===== src/rtl/fb_pkg.sv =====
// rtl/fb_pkg.sv - framebuffer geometry defaults, address width helper and pixel queue entry type
package fb_pkg;

  localparam int FB_WIDTH_DEF  = 320;
  localparam int FB_HEIGHT_DEF = 240;
  localparam int COLRW_DEF     = 4;

  function automatic int fb_addrw(input int w, input int h);
    return $clog2(w * h);
  endfunction

  localparam int ADDRW_DEF = fb_addrw(FB_WIDTH_DEF, FB_HEIGHT_DEF);

  typedef struct packed {
    logic [ADDRW_DEF-1:0] addr;
    logic [COLRW_DEF-1:0] colr;
  } pix_t;

endpackage


===== src/rtl/pix_fifo.sv =====
// rtl/pix_fifo.sv - first-word-fall-through synchronous FIFO of pixel entries
module pix_fifo
  import fb_pkg::*;
#(
  parameter type T     = pix_t,
  parameter int  DEPTH = 4,
  localparam int PW    = $clog2(DEPTH)
) (
  input  logic        clk,
  input  logic        rst_n,
  input  logic        push,
  input  T            din,
  input  logic        pop,
  output T            dout,
  output logic        full,
  output logic        empty,
  output logic [PW:0] count
);

  localparam logic [PW:0] FULL_CNT = (PW+1)'(DEPTH);

  T              mem [DEPTH];
  logic [PW-1:0] wr_ptr;
  logic [PW-1:0] rd_ptr;
  logic          do_push;
  logic          do_pop;

  assign empty   = (count == '0);
  assign full    = (count == FULL_CNT);
  assign do_pop  = pop && !empty;
  // A push into a full queue only lands when the head leaves on the same edge.
  assign do_push = push && (!full || do_pop);
  assign dout    = mem[rd_ptr];

  always_ff @(posedge clk) begin
    if (do_push) mem[wr_ptr] <= din;
  end

  always_ff @(posedge clk) begin
    if (!rst_n) begin
      wr_ptr <= '0;
      rd_ptr <= '0;
      count  <= '0;
    end else begin
      if (do_push) wr_ptr <= wr_ptr + 1'b1;
      if (do_pop)  rd_ptr <= rd_ptr + 1'b1;
      count <= count + {{PW{1'b0}}, do_push} - {{PW{1'b0}}, do_pop};
    end
  end

endmodule


===== src/rtl/draw_fb_writer.sv =====
// rtl/draw_fb_writer.sv - clips engine pixels, linearises them and queues them to a framebuffer write port
module draw_fb_writer
  import fb_pkg::*;
#(
  parameter int CORDW      = 10,
  parameter int COLRW      = COLRW_DEF,
  parameter int FB_WIDTH   = FB_WIDTH_DEF,
  parameter int FB_HEIGHT  = FB_HEIGHT_DEF,
  parameter int FIFO_DEPTH = 4,
  parameter int ADDRW      = fb_addrw(FB_WIDTH, FB_HEIGHT)
) (
  input  logic             clk,
  input  logic             rst_n,
  input  logic [COLRW-1:0] colr,
  input  logic [CORDW-1:0] x,
  input  logic [CORDW-1:0] y,
  input  logic             drawing,
  input  logic             shape_done,
  output logic             oe,
  output logic             fb_we,
  output logic [ADDRW-1:0] fb_addr,
  output logic [COLRW-1:0] fb_colr,
  input  logic             fb_ready,
  output logic             busy,
  output logic             done,
  output logic [15:0]      clip_cnt,
  output logic             overflow
);

  typedef struct packed {
    logic [ADDRW-1:0] addr;
    logic [COLRW-1:0] colr;
  } entry_t;

  localparam int CW = $clog2(FIFO_DEPTH) + 1;

  logic          clip;
  logic          take;
  logic [ADDRW-1:0] lin_addr;
  logic          stage_valid;
  entry_t        stage_pix;
  logic          fifo_full;
  logic          fifo_empty;
  logic [CW-1:0] fifo_count;
  entry_t        head;
  logic          pop;
  logic          push_ok;
  logic          pending;
  int            occ_next;
  int            stage_next;

  assign clip     = (32'(x) >= FB_WIDTH) || (32'(y) >= FB_HEIGHT);
  assign take     = drawing && !clip;
  assign lin_addr = ADDRW'(y) * ADDRW'(FB_WIDTH) + ADDRW'(x);

  always_ff @(posedge clk) begin
    if (!rst_n) begin
      stage_valid <= 1'b0;
      stage_pix   <= '0;
      clip_cnt    <= '0;
    end else begin
      stage_valid <= take;
      if (take) begin
        stage_pix.addr <= lin_addr;
        stage_pix.colr <= colr;
      end
      if (drawing && clip && clip_cnt != 16'hFFFF) clip_cnt <= clip_cnt + 16'd1;
    end
  end

  pix_fifo #(
    .T     (entry_t),
    .DEPTH (FIFO_DEPTH)
  ) u_fifo (
    .clk   (clk),
    .rst_n (rst_n),
    .push  (stage_valid),
    .din   (stage_pix),
    .pop   (pop),
    .dout  (head),
    .full  (fifo_full),
    .empty (fifo_empty),
    .count (fifo_count)
  );

  assign fb_we   = !fifo_empty;
  assign fb_addr = fifo_empty ? '0 : head.addr;
  assign fb_colr = fifo_empty ? '0 : head.colr;
  assign pop     = fb_we && fb_ready;
  assign push_ok = stage_valid && (!fifo_full || pop);

  // Throttle on what the queue will hold next cycle, leaving one slot of skid.
  always_comb begin
    occ_next   = int'(fifo_count) + (push_ok ? 1 : 0) - (pop ? 1 : 0);
    stage_next = take ? 1 : 0;
  end

  assign done = pending && !stage_valid && fifo_empty;
  assign busy = pending || stage_valid || !fifo_empty;

  always_ff @(posedge clk) begin
    if (!rst_n) begin
      oe       <= 1'b0;
      overflow <= 1'b0;
      pending  <= 1'b0;
    end else begin
      oe <= (occ_next + stage_next) <= (FIFO_DEPTH - 2);
      if (stage_valid && fifo_full && !pop) overflow <= 1'b1;
      if (done)            pending <= 1'b0;
      else if (shape_done) pending <= 1'b1;
    end
  end

endmodule


===== config.mk =====
export PLATFORM = sky130hd
export DESIGN_NAME = draw_fb_writer
export DESIGN_NICKNAME = d
export VERILOG_FILES = /design/src/rtl/fb_pkg.sv /design/src/rtl/pix_fifo.sv /design/src/rtl/draw_fb_writer.sv
export SDC_FILE = /design/constraint.sdc
export NUM_CORES = 1
export LEC_CHECK = 0
export ABC_AREA = 1
export BUFFER_PORTS_ARGS = -buffer_cell sky130_fd_sc_hd__clkbuf_2
export CAP_MARGIN = 10
export CORE_AREA = 2 2 138 127
export DETAILED_ROUTE_END_ITERATION = 16
export DIE_AREA = 0 0 140 129
export GPL_TIMING_DRIVEN = 0
export HOLD_SLACK_MARGIN = 0.08
export SLEW_MARGIN = 30
export SYNTH_ARGS = -nofsm -noshare
export SYNTH_HDL_FRONTEND = slang
export SYNTH_HIERARCHICAL = 1
export SYNTH_SLANG_ARGS = --single-unit

===== constraint.sdc =====
create_clock -name clk -period 4.27 [get_ports clk]
set_clock_uncertainty 0.1 [all_clocks]
set_input_delay 1.0675 -clock clk [delete_from_list [all_inputs] [get_ports clk]]
set_output_delay 1.0675 -clock clk [all_outputs]
set_load 0.02 [all_outputs]

==> metrics.txt, run 1 <==
# TYPE chip_impl_metric gauge
chip_impl_metric{name="die_h",unit="µm"} 129
chip_impl_metric{name="vias",unit=""} 4863
chip_impl_metric{name="hold-worst-slack",unit="ns"} 0.371
chip_impl_metric{name="critical-path-max-stage-delay",unit="ns"} 0.49
chip_impl_metric{name="layout_min_cycle_time",unit="ns"} 3.40
chip_impl_metric{name="maximum_number_of_pins_on_one_net_before_global_route_repair",unit=""} 20
chip_impl_info{name="run_status",value="finished with violations"} 1
chip_impl_metric{name="relSlewSlack",unit="%"} 52.9
chip_impl_info{name="worst_path_dominant_cell_family",value="adder cells"} 1
chip_impl_metric{name="clock_sink_count",unit=""} 134
chip_impl_metric{name="cts_buffers",unit=""} 17
chip_impl_metric{name="top_achievable_clock_speed",unit="MHz"} 294
chip_impl_metric{name="place_inst",unit=""} 984
chip_impl_metric{name="drt-total-wl",unit="µm"} 14500
chip_impl_metric{name="viasPerCell",unit=""} 4.79
chip_impl_metric{name="design.portCount",unit=""} 71
chip_impl_metric{name="design.die.area",unit="µm²"} 18100
chip_impl_metric{name="layoutNonFillerInstCount",unit=""} 1016
chip_impl_metric{name="yosysSeqAreaShare",unit="%"} 53.9
chip_impl_metric{name="arrival_time_reported_for_the_critical_path_endpoint",unit="ns"} 3.57
chip_impl_metric{name="critical_path_buf_inv_count",unit=""} 3
chip_impl_metric{name="timing.critical_path.depth",unit=""} 17
chip_impl_metric{name="worstPathRequired",unit="ns"} 4.44
chip_impl_info{name="leading_cell_type_in_the_layout_fill_and_taps_excluded",value="nor2_1"} 1
chip_impl_metric{name="grt.total_usage",unit="%"} 17.1
chip_impl_metric{name="antenna_violating_nets_post_route",unit=""} 0
chip_impl_metric{name="clk_pin_slew",unit="ns"} 0.06
chip_impl_metric{name="syn_area_per_cell",unit="µm²"} 9.34
chip_impl_metric{name="clockPowerShare",unit="%"} 48.6
chip_impl_metric{name="filler_cell_count",unit=""} 1581
chip_impl_metric{name="drc",unit=""} 5
chip_impl_info{name="dominant_combinational_cell_family_by_area_after_synthesis",value="simple AND/OR/NAND/NOR gates"} 1
chip_impl_metric{name="drive_above_1_share",unit="%"} 18.6
chip_impl_metric{name="ctsLongestPathBuffers",unit=""} 2
chip_impl_metric{name="synth_cell_type_count",unit=""} 42
chip_impl_info{name="cts_tree",value="yes"} 1
chip_impl_info{name="crit_slowest_cell",value="fa_1"} 1
chip_impl_metric{name="port_buffers",unit=""} 70
chip_impl_metric{name="floorplan.die.width",unit="µm"} 140
chip_impl_metric{name="maxCapViolCount",unit=""} 0
chip_impl_metric{name="switching_power",unit="mW"} 0.729
chip_impl_metric{name="yosysWarnings",unit=""} 6
chip_impl_info{name="path_cells",value="nor2_2 -> nand2_4 -> inv_1 -> nor2_1 -> inv_1 -> nand2_1 -> nand2_1 -> ha_1 -> inv_1 -> ha_1 -> fa_1 -> ha_1 -> nand2_1 -> nand2_1 -> nand4_1 -> a21oi_1 -> nor3_1"} 1
chip_impl_metric{name="multi_input_logic_area",unit="µm²"} 2570
chip_impl_metric{name="total_non_filler_cell_area_in_the_finished_layout",unit="µm²"} 7900
chip_impl_metric{name="floorplan.rows",unit=""} 45
chip_impl_metric{name="synth_adder_area_share",unit="%"} 7.55
chip_impl_metric{name="slew_violations",unit=""} 0
chip_impl_metric{name="final-seq-area",unit="µm²"} 3520
chip_impl_metric{name="start_util",unit="%"} 39.3
chip_impl_metric{name="post_synth_and_or_nand_nor_area_fraction",unit="%"} 17.5
chip_impl_metric{name="synth_xor_xnor_area_share",unit="%"} 2.53
chip_impl_metric{name="ir_drop",unit="mV"} 0.285
chip_impl_metric{name="cts_resized",unit=""} 0
chip_impl_metric{name="area_growth_syn_to_layout",unit="%"} 21.0
chip_impl_metric{name="routed_wire_length_per_instance",unit="µm"} 14.3
chip_impl_metric{name="h-tree-depth",unit=""} 4
chip_impl_metric{name="intPower",unit="mW"} 2.40
chip_impl_metric{name="power.share.switching",unit="%"} 23.3
chip_impl_metric{name="worstSkewPairLatency",unit="ns"} 0.41
chip_impl_metric{name="detailedPlacementHpwl",unit="µm"} 10200
chip_impl_info{name="violations",value="DRC"} 1
chip_impl_metric{name="gp_congestion",unit=""} 0.817
chip_impl_metric{name="drtIter0Drc",unit=""} 269
chip_impl_info{name="path_common_cell",value="nand2_1"} 1
chip_impl_metric{name="total_power",unit="mW"} 3.13
chip_impl_metric{name="finalSetupTns",unit="ns"} 0
chip_impl_metric{name="grt_pass1_wl",unit="µm"} 23600
chip_impl_metric{name="drt-pass1-iter-count",unit=""} 11
chip_impl_info{name="root_buffer",value="clkbuf_16"} 1
chip_impl_metric{name="yosys-mux-area-fraction",unit="%"} 0
chip_impl_info{name="unrepaired_setup_endpoints_after_global_routing",value="no"} 1
chip_impl_metric{name="min_path_cells",unit=""} 2
chip_impl_metric{name="worstMarginPinSlew",unit="ns"} 0.707
chip_impl_info{name="worst_setup_path_end_kind",value="register"} 1
chip_impl_metric{name="leakage",unit="nW"} 3.30
chip_impl_metric{name="setup_viol",unit=""} 0
chip_impl_info{name="worstSetupPathType",value="register to register"} 1
chip_impl_metric{name="n_antenna_cell",unit=""} 0
chip_impl_metric{name="layout.nets",unit=""} 858
chip_impl_metric{name="path_max_fanout",unit=""} 6
chip_impl_metric{name="grt_antenna_before_repair",unit=""} 0
chip_impl_metric{name="mappedNetlistNets",unit=""} 765
chip_impl_metric{name="seq_power_share",unit="%"} 44.4
chip_impl_metric{name="synth-compound-area-share",unit="%"} 11.3
chip_impl_metric{name="grt_pass1_vias",unit=""} 4715
chip_impl_metric{name="post_synth_instance_area",unit="µm²"} 6530
chip_impl_info{name="min-delay-path-class",value="register to register"} 1
chip_impl_metric{name="power.density",unit="nW/µm²"} 396
chip_impl_metric{name="cts_hold_repair.buffers",unit=""} 0
chip_impl_info{name="layout.cells.most_common_list",value="nor2_1 (114), nand2_1 (88), inv_1 (84), edfxtp_1 (84), clkbuf_2 (70)"} 1
chip_impl_metric{name="r2r.worst_path.cells",unit=""} 17
chip_impl_metric{name="grt.overflow.total",unit=""} 0
chip_impl_metric{name="syn_inst",unit=""} 699
chip_impl_metric{name="post_cts.repair.setup_buffers",unit=""} 0
chip_impl_metric{name="placement.cell_area",unit="µm²"} 7290
chip_impl_metric{name="fp.coreArea",unit="µm²"} 16600
chip_impl_metric{name="postSynthRegisterBits",unit=""} 134
chip_impl_metric{name="timing_hold_violations_final",unit=""} 0
chip_impl_info{name="startpoint_type",value="register"} 1
chip_impl_metric{name="power_frac_comb",unit="%"} 7.0
chip_impl_metric{name="final_min_period_over_clock_period",unit="%"} 79.6
-- final cells by class --
| cell class | instances | share of cell area (%) |
|---|---|---|
| buffer | 24 | 1.80 |
| clock buffer | 17 | 5.38 |
| clock inverter | 15 | 2.42 |
| inverter | 87 | 4.16 |
| multi-input combinational | 454 | 32.5 |
| sequential | 134 | 44.6 |
| tap | 211 | 3.34 |
| timing repair buffer | 74 | 5.83 |
-- registers in the layout (all words and copies together), names as in the netlist, named ones only --
| signal | cells |
|---|---|
| u_fifo/wr_ptr | 2 |
| u_fifo/count | 3 |
| stage_valid | 1 |
| clip_cnt | 16 |
| stage_pix | 21 |
| overflow | 1 |
| u_fifo/rd_ptr | 2 |
| oe | 1 |
| pending | 1 |
| u_fifo/mem | 84 |
-- final timing paths --
kind                   startpoint        to  slack (ns)
setup reg to reg  u_fifo/count[1]        oe        0.87
hold / removal           overflow  overflow        0.37
hold reg to reg          overflow  overflow        0.37
setup / recovery  u_fifo/count[1]        oe        0.87
-- cell usage after synthesis (all sizes together) --
cell type / instances / area, µm²
clkbuf: 7 / 26.3
nor4: 2 / 12.5
inv: 87 / 329
or2: 1 / 8.76
fa: 4 / 80.1
o21ai: 72 / 364
nand3: 28 / 150
edfxtp: 84 / 2520
xnor2: 7 / 68.8
nand4: 4 / 31.3
a211oi: 1 / 7.51
dfxtp: 50 / 1000
a31oi: 3 / 18.8
nand3b: 2 / 15.0
o21bai: 2 / 15.0
buf: 17 / 116
o21a: 3 / 22.5
ha: 33 / 413
xor2: 11 / 96.3
nor2: 122 / 473
a21oi: 32 / 171
nor3: 7 / 45.0
a21o: 1 / 7.51
nor3b: 1 / 7.51
nand2: 97 / 397
o22ai: 21 / 131
-- metal layers --
| metal | up-vias | track usage (%) | wire length, µm |
|---|---|---|---|
| met5 | - | 0 | 0 |
| met4 | 0 | 5.05 | 151 |
| met3 | 10 | 3.94 | 731 |
| met2 | 120 | 27.9 | 6610 |
| met1 | 2201 | 22.9 | 7000 |
| li1 | 2532 | - | - |
-- worst register-to-register path: stages (launching register included) --
cell     delay (ns)
dfxtp_1        0.42
nor2_2         0.10
nand2_4        0.09
inv_1          0.13
nor2_1         0.46
inv_1          0.12
nand2_1        0.09
nand2_1        0.05
ha_1           0.28
inv_1          0.04
ha_1           0.20
fa_1           0.49
ha_1           0.30
nand2_1        0.07
nand2_1        0.06
nand4_1        0.10
a21oi_1        0.13
nor3_1         0.05
-- power by group through the flow --
stage	clock network [mW]	registers [mW]	logic (mW)
floorplan	0	1.42	0.154
global placement	0	1.42	0.218
detailed placement	0	1.42	0.221
CTS	1.54	1.39	0.223
global route	1.59	1.39	0.253
finish	1.52	1.39	0.220
-- logic make-up (layout without fill, tap and decap cells) --
| logic type | Yosys count | count (layout) |
|---|---|---|
| fa+ha+maj | 37 | 37 |
| xor+xnor | 18 | 18 |
| compound gates | 135 | 135 |
| buf+inv | 111 | 217 |
| flops | 134 | 134 |
| simple gates | 264 | 264 |
-- per-stage QoR --
| stage | utilization (%) | setup slack, ns |
|---|---|---|
| 3_3_place_gp | 43.0 | 0.0982 |
| 6_report | 47.6 | 0.871 |
| 3_5_place_dp | 43.9 | 0.458 |
| 5_1_grt | 47.6 | 0.525 |
| 2_1_floorplan | - | 0.835 |
| 4_1_cts | 47.6 | 0.839 |
Power figures use the tool's default switching activity.
==> run 2: changes to the inputs <==
==> constraint.sdc (replaced) <==
create_clock -name clk -period 3.5 [get_ports clk]
set_clock_uncertainty 0.1 [all_clocks]
set_input_delay 0.875 -clock clk [delete_from_list [all_inputs] [get_ports clk]]
set_output_delay 0.875 -clock clk [all_outputs]
set_load 0.02 [all_outputs]
==> metrics.txt, run 2 (synthesis results as in run 1) <==
# TYPE chip_impl_metric gauge
chip_impl_metric{name="top_achievable_clock_speed",unit="MHz"} 314
chip_impl_metric{name="gp_congestion",unit=""} 0.817
chip_impl_metric{name="detailedPlacementHpwl",unit="µm"} 10200
chip_impl_metric{name="grt_antenna_before_repair",unit=""} 0
chip_impl_metric{name="slew_violations",unit=""} 0
chip_impl_info{name="registers.top_by_ff_count",value="u_fifo/mem"} 1
chip_impl_metric{name="critical-path-max-stage-delay",unit="ns"} 0.56
chip_impl_metric{name="n_antenna_cell",unit=""} 0
chip_impl_info{name="min-delay-path-class",value="register to register"} 1
chip_impl_metric{name="grt_pass1_wl",unit="µm"} 23600
chip_impl_metric{name="fp.coreArea",unit="µm²"} 16600
chip_impl_info{name="layout.cells.most_common_list",value="nor2_1 (113), nand2_1 (88), inv_1 (84), edfxtp_1 (84), clkbuf_2 (70)"} 1
chip_impl_info{name="cts_tree",value="yes"} 1
chip_impl_info{name="leading_cell_type_in_the_layout_fill_and_taps_excluded",value="nor2_1"} 1
chip_impl_info{name="worstSetupPathType",value="register to output port"} 1
chip_impl_metric{name="pre_cts_slack",unit="ns"} -0.120
chip_impl_metric{name="r2r.worst_path.cells",unit=""} 17
chip_impl_metric{name="h-tree-depth",unit=""} 4
chip_impl_metric{name="maximum_number_of_pins_on_one_net_before_global_route_repair",unit=""} 20
chip_impl_metric{name="design.die.area",unit="µm²"} 18100
chip_impl_metric{name="arrival_time_reported_for_the_critical_path_endpoint",unit="ns"} 2.21
chip_impl_metric{name="relSlewSlack",unit="%"} 53.0
chip_impl_metric{name="critical_path_buf_inv_count",unit=""} 3
chip_impl_metric{name="antenna_violating_nets_post_route",unit=""} 0
chip_impl_metric{name="timing_hold_violations_final",unit=""} 0
chip_impl_metric{name="worstMarginPinSlew",unit="ns"} 0.706
chip_impl_metric{name="start_util",unit="%"} 39.3
chip_impl_info{name="reg_top3",value="u_fifo/mem: 84 flops, stage_pix: 21 flops, clip_cnt: 16 flops"} 1
chip_impl_metric{name="floorplan.die.width",unit="µm"} 140
chip_impl_info{name="crit_slowest_cell",value="clkbuf_1"} 1
chip_impl_info{name="run_status",value="finished with violations"} 1
chip_impl_metric{name="floorplan.rows",unit=""} 45
chip_impl_metric{name="cts_buffers",unit=""} 17
chip_impl_info{name="worst_path_dominant_cell_family",value="buffers and inverters"} 1
chip_impl_metric{name="setup_viol",unit=""} 0
chip_impl_metric{name="drtIter0Drc",unit=""} 276
chip_impl_metric{name="path_max_fanout",unit=""} 10
chip_impl_metric{name="die_h",unit="µm"} 129
chip_impl_metric{name="finalSetupTns",unit="ns"} 0
chip_impl_metric{name="worstPathRequired",unit="ns"} 2.52
chip_impl_metric{name="routed_wire_length_per_instance",unit="µm"} 14.3
chip_impl_metric{name="timing.critical_path.depth",unit=""} 6
chip_impl_metric{name="multi_input_logic_area",unit="µm²"} 2570
chip_impl_metric{name="vias",unit=""} 4864
chip_impl_info{name="path_cells",value="nor2_2 -> nand2_4 -> inv_1 -> clkbuf_1 -> nor2_1 -> clkbuf_2"} 1
chip_impl_metric{name="hold-worst-slack",unit="ns"} 0.372
chip_impl_info{name="startpoint_type",value="register"} 1
chip_impl_metric{name="clock_sink_count",unit=""} 134
chip_impl_metric{name="max_reg_flops",unit=""} 84
chip_impl_metric{name="filler_cell_count",unit=""} 1583
chip_impl_info{name="root_buffer",value="clkbuf_16"} 1
chip_impl_info{name="worst_setup_path_end_kind",value="output port"} 1
chip_impl_metric{name="grt.total_usage",unit="%"} 17.1
chip_impl_metric{name="worstSkewPairLatency",unit="ns"} 0.41
chip_impl_metric{name="power.density",unit="nW/µm²"} 483
chip_impl_metric{name="switching_power",unit="mW"} 0.895
chip_impl_metric{name="post_cts.repair.setup_buffers",unit=""} 0
chip_impl_metric{name="power_frac_comb",unit="%"} 7.0
chip_impl_metric{name="final-seq-area",unit="µm²"} 3520
chip_impl_metric{name="viasPerCell",unit=""} 4.79
chip_impl_metric{name="layout.nets",unit=""} 858
chip_impl_metric{name="grt.overflow.total",unit=""} 0
chip_impl_metric{name="layout_min_cycle_time",unit="ns"} 3.19
chip_impl_metric{name="design.portCount",unit=""} 71
chip_impl_metric{name="layoutNonFillerInstCount",unit=""} 1016
chip_impl_metric{name="drt-pass1-iter-count",unit=""} 13
chip_impl_metric{name="final_min_period_over_clock_period",unit="%"} 91.1
chip_impl_metric{name="intPower",unit="mW"} 2.93
chip_impl_metric{name="ctsLongestPathBuffers",unit=""} 2
chip_impl_metric{name="drt-total-wl",unit="µm"} 14600
chip_impl_metric{name="worst_slack",unit="ns"} 0.310
chip_impl_metric{name="drc",unit=""} 5
chip_impl_metric{name="clockPowerShare",unit="%"} 48.6
chip_impl_metric{name="place_inst",unit=""} 984
chip_impl_metric{name="power.share.switching",unit="%"} 23.4
chip_impl_metric{name="clk_pin_slew",unit="ns"} 0.06
chip_impl_metric{name="port_buffers",unit=""} 70
chip_impl_metric{name="area_growth_syn_to_layout",unit="%"} 21.1
chip_impl_metric{name="leakage",unit="nW"} 3.30
chip_impl_metric{name="seq_power_share",unit="%"} 44.4
chip_impl_metric{name="grt_pass1_vias",unit=""} 4715
chip_impl_metric{name="ir_drop",unit="mV"} 0.349
chip_impl_metric{name="min_path_cells",unit=""} 2
chip_impl_metric{name="drive_above_1_share",unit="%"} 18.8
chip_impl_info{name="violations",value="DRC"} 1
chip_impl_metric{name="maxCapViolCount",unit=""} 0
chip_impl_info{name="unrepaired_setup_endpoints_after_global_routing",value="no"} 1
==> run 2: cell count changes in the layout (fill, tap and decap cells not counted) <==
cell / change
nor2_1: -1
nor2_4: +1
==> run 2: power by group through the flow <==
stage	Sequential, mW	Clock [mW]	Combinational (mW)
after floorplan	1.73	0	0.188
after global placement	1.73	0	0.266
after detailed placement	1.73	0	0.270
after CTS	1.69	1.88	0.272
after global routing	1.70	1.94	0.309
final	1.69	1.86	0.268
==> run 2: per-layer routing <==
metal | part of all wire [%] | track usage [%] | vias to the layer above
li1 | - | - | 2532
met1 | 49 | 22.9 | 2213
met2 | 45 | 27.9 | 106
met3 | 4.6 | 3.94 | 13
met4 | 1.3 | 5.05 | 0
met5 | 0 | 0 | -
==> run 2: final timing paths <==
kind | slack [ns] | to | startpoint
setup / recovery | 0.31 | fb_colr[0] | u_fifo/count[1]
setup reg to reg | 0.35 | oe | u_fifo/count[1]
hold / removal | 0.37 | overflow | overflow
hold reg to reg | 0.37 | overflow | overflow
==> run 2: area by class of cell <==
class	count	area share (%)
clock inverter	15	2.42
buffer	24	1.80
clock buffer	17	5.38
tap	211	3.34
sequential	134	44.5
inverter	87	4.16
multi-input combinational	454	32.5
timing repair buffer	74	5.82
==> run 2: metrics by stage <==
stage	power (mW)	cell area [µm²]	utilization, %
2_1_floorplan	1.92	6530	-
3_3_place_gp	1.99	7150	43.0
5_1_grt	3.95	7910	47.6
3_5_place_dp	2.00	7290	43.9
4_1_cts	3.84	7900	47.6
6_report	3.82	7910	47.6
==> run 2: repair_timing <==
item / 4_1_cts / 5_1_grt
setup endpoints to repair: 0 / 1
gates resized for setup: 0 / 2
hold buffers: 0 / 0
==> run 2: worst register-to-register path: cells and delay by family (launching register included) <==
kind | cells | cell delay [ns]
AO/OA/AOI/OAI | 1 | 0.13
adder cells (fa/ha/maj) | 4 | 1.27
buffers and inverters | 3 | 0.27
flip-flops | 1 | 0.42
AND/OR/NAND/NOR | 9 | 0.84
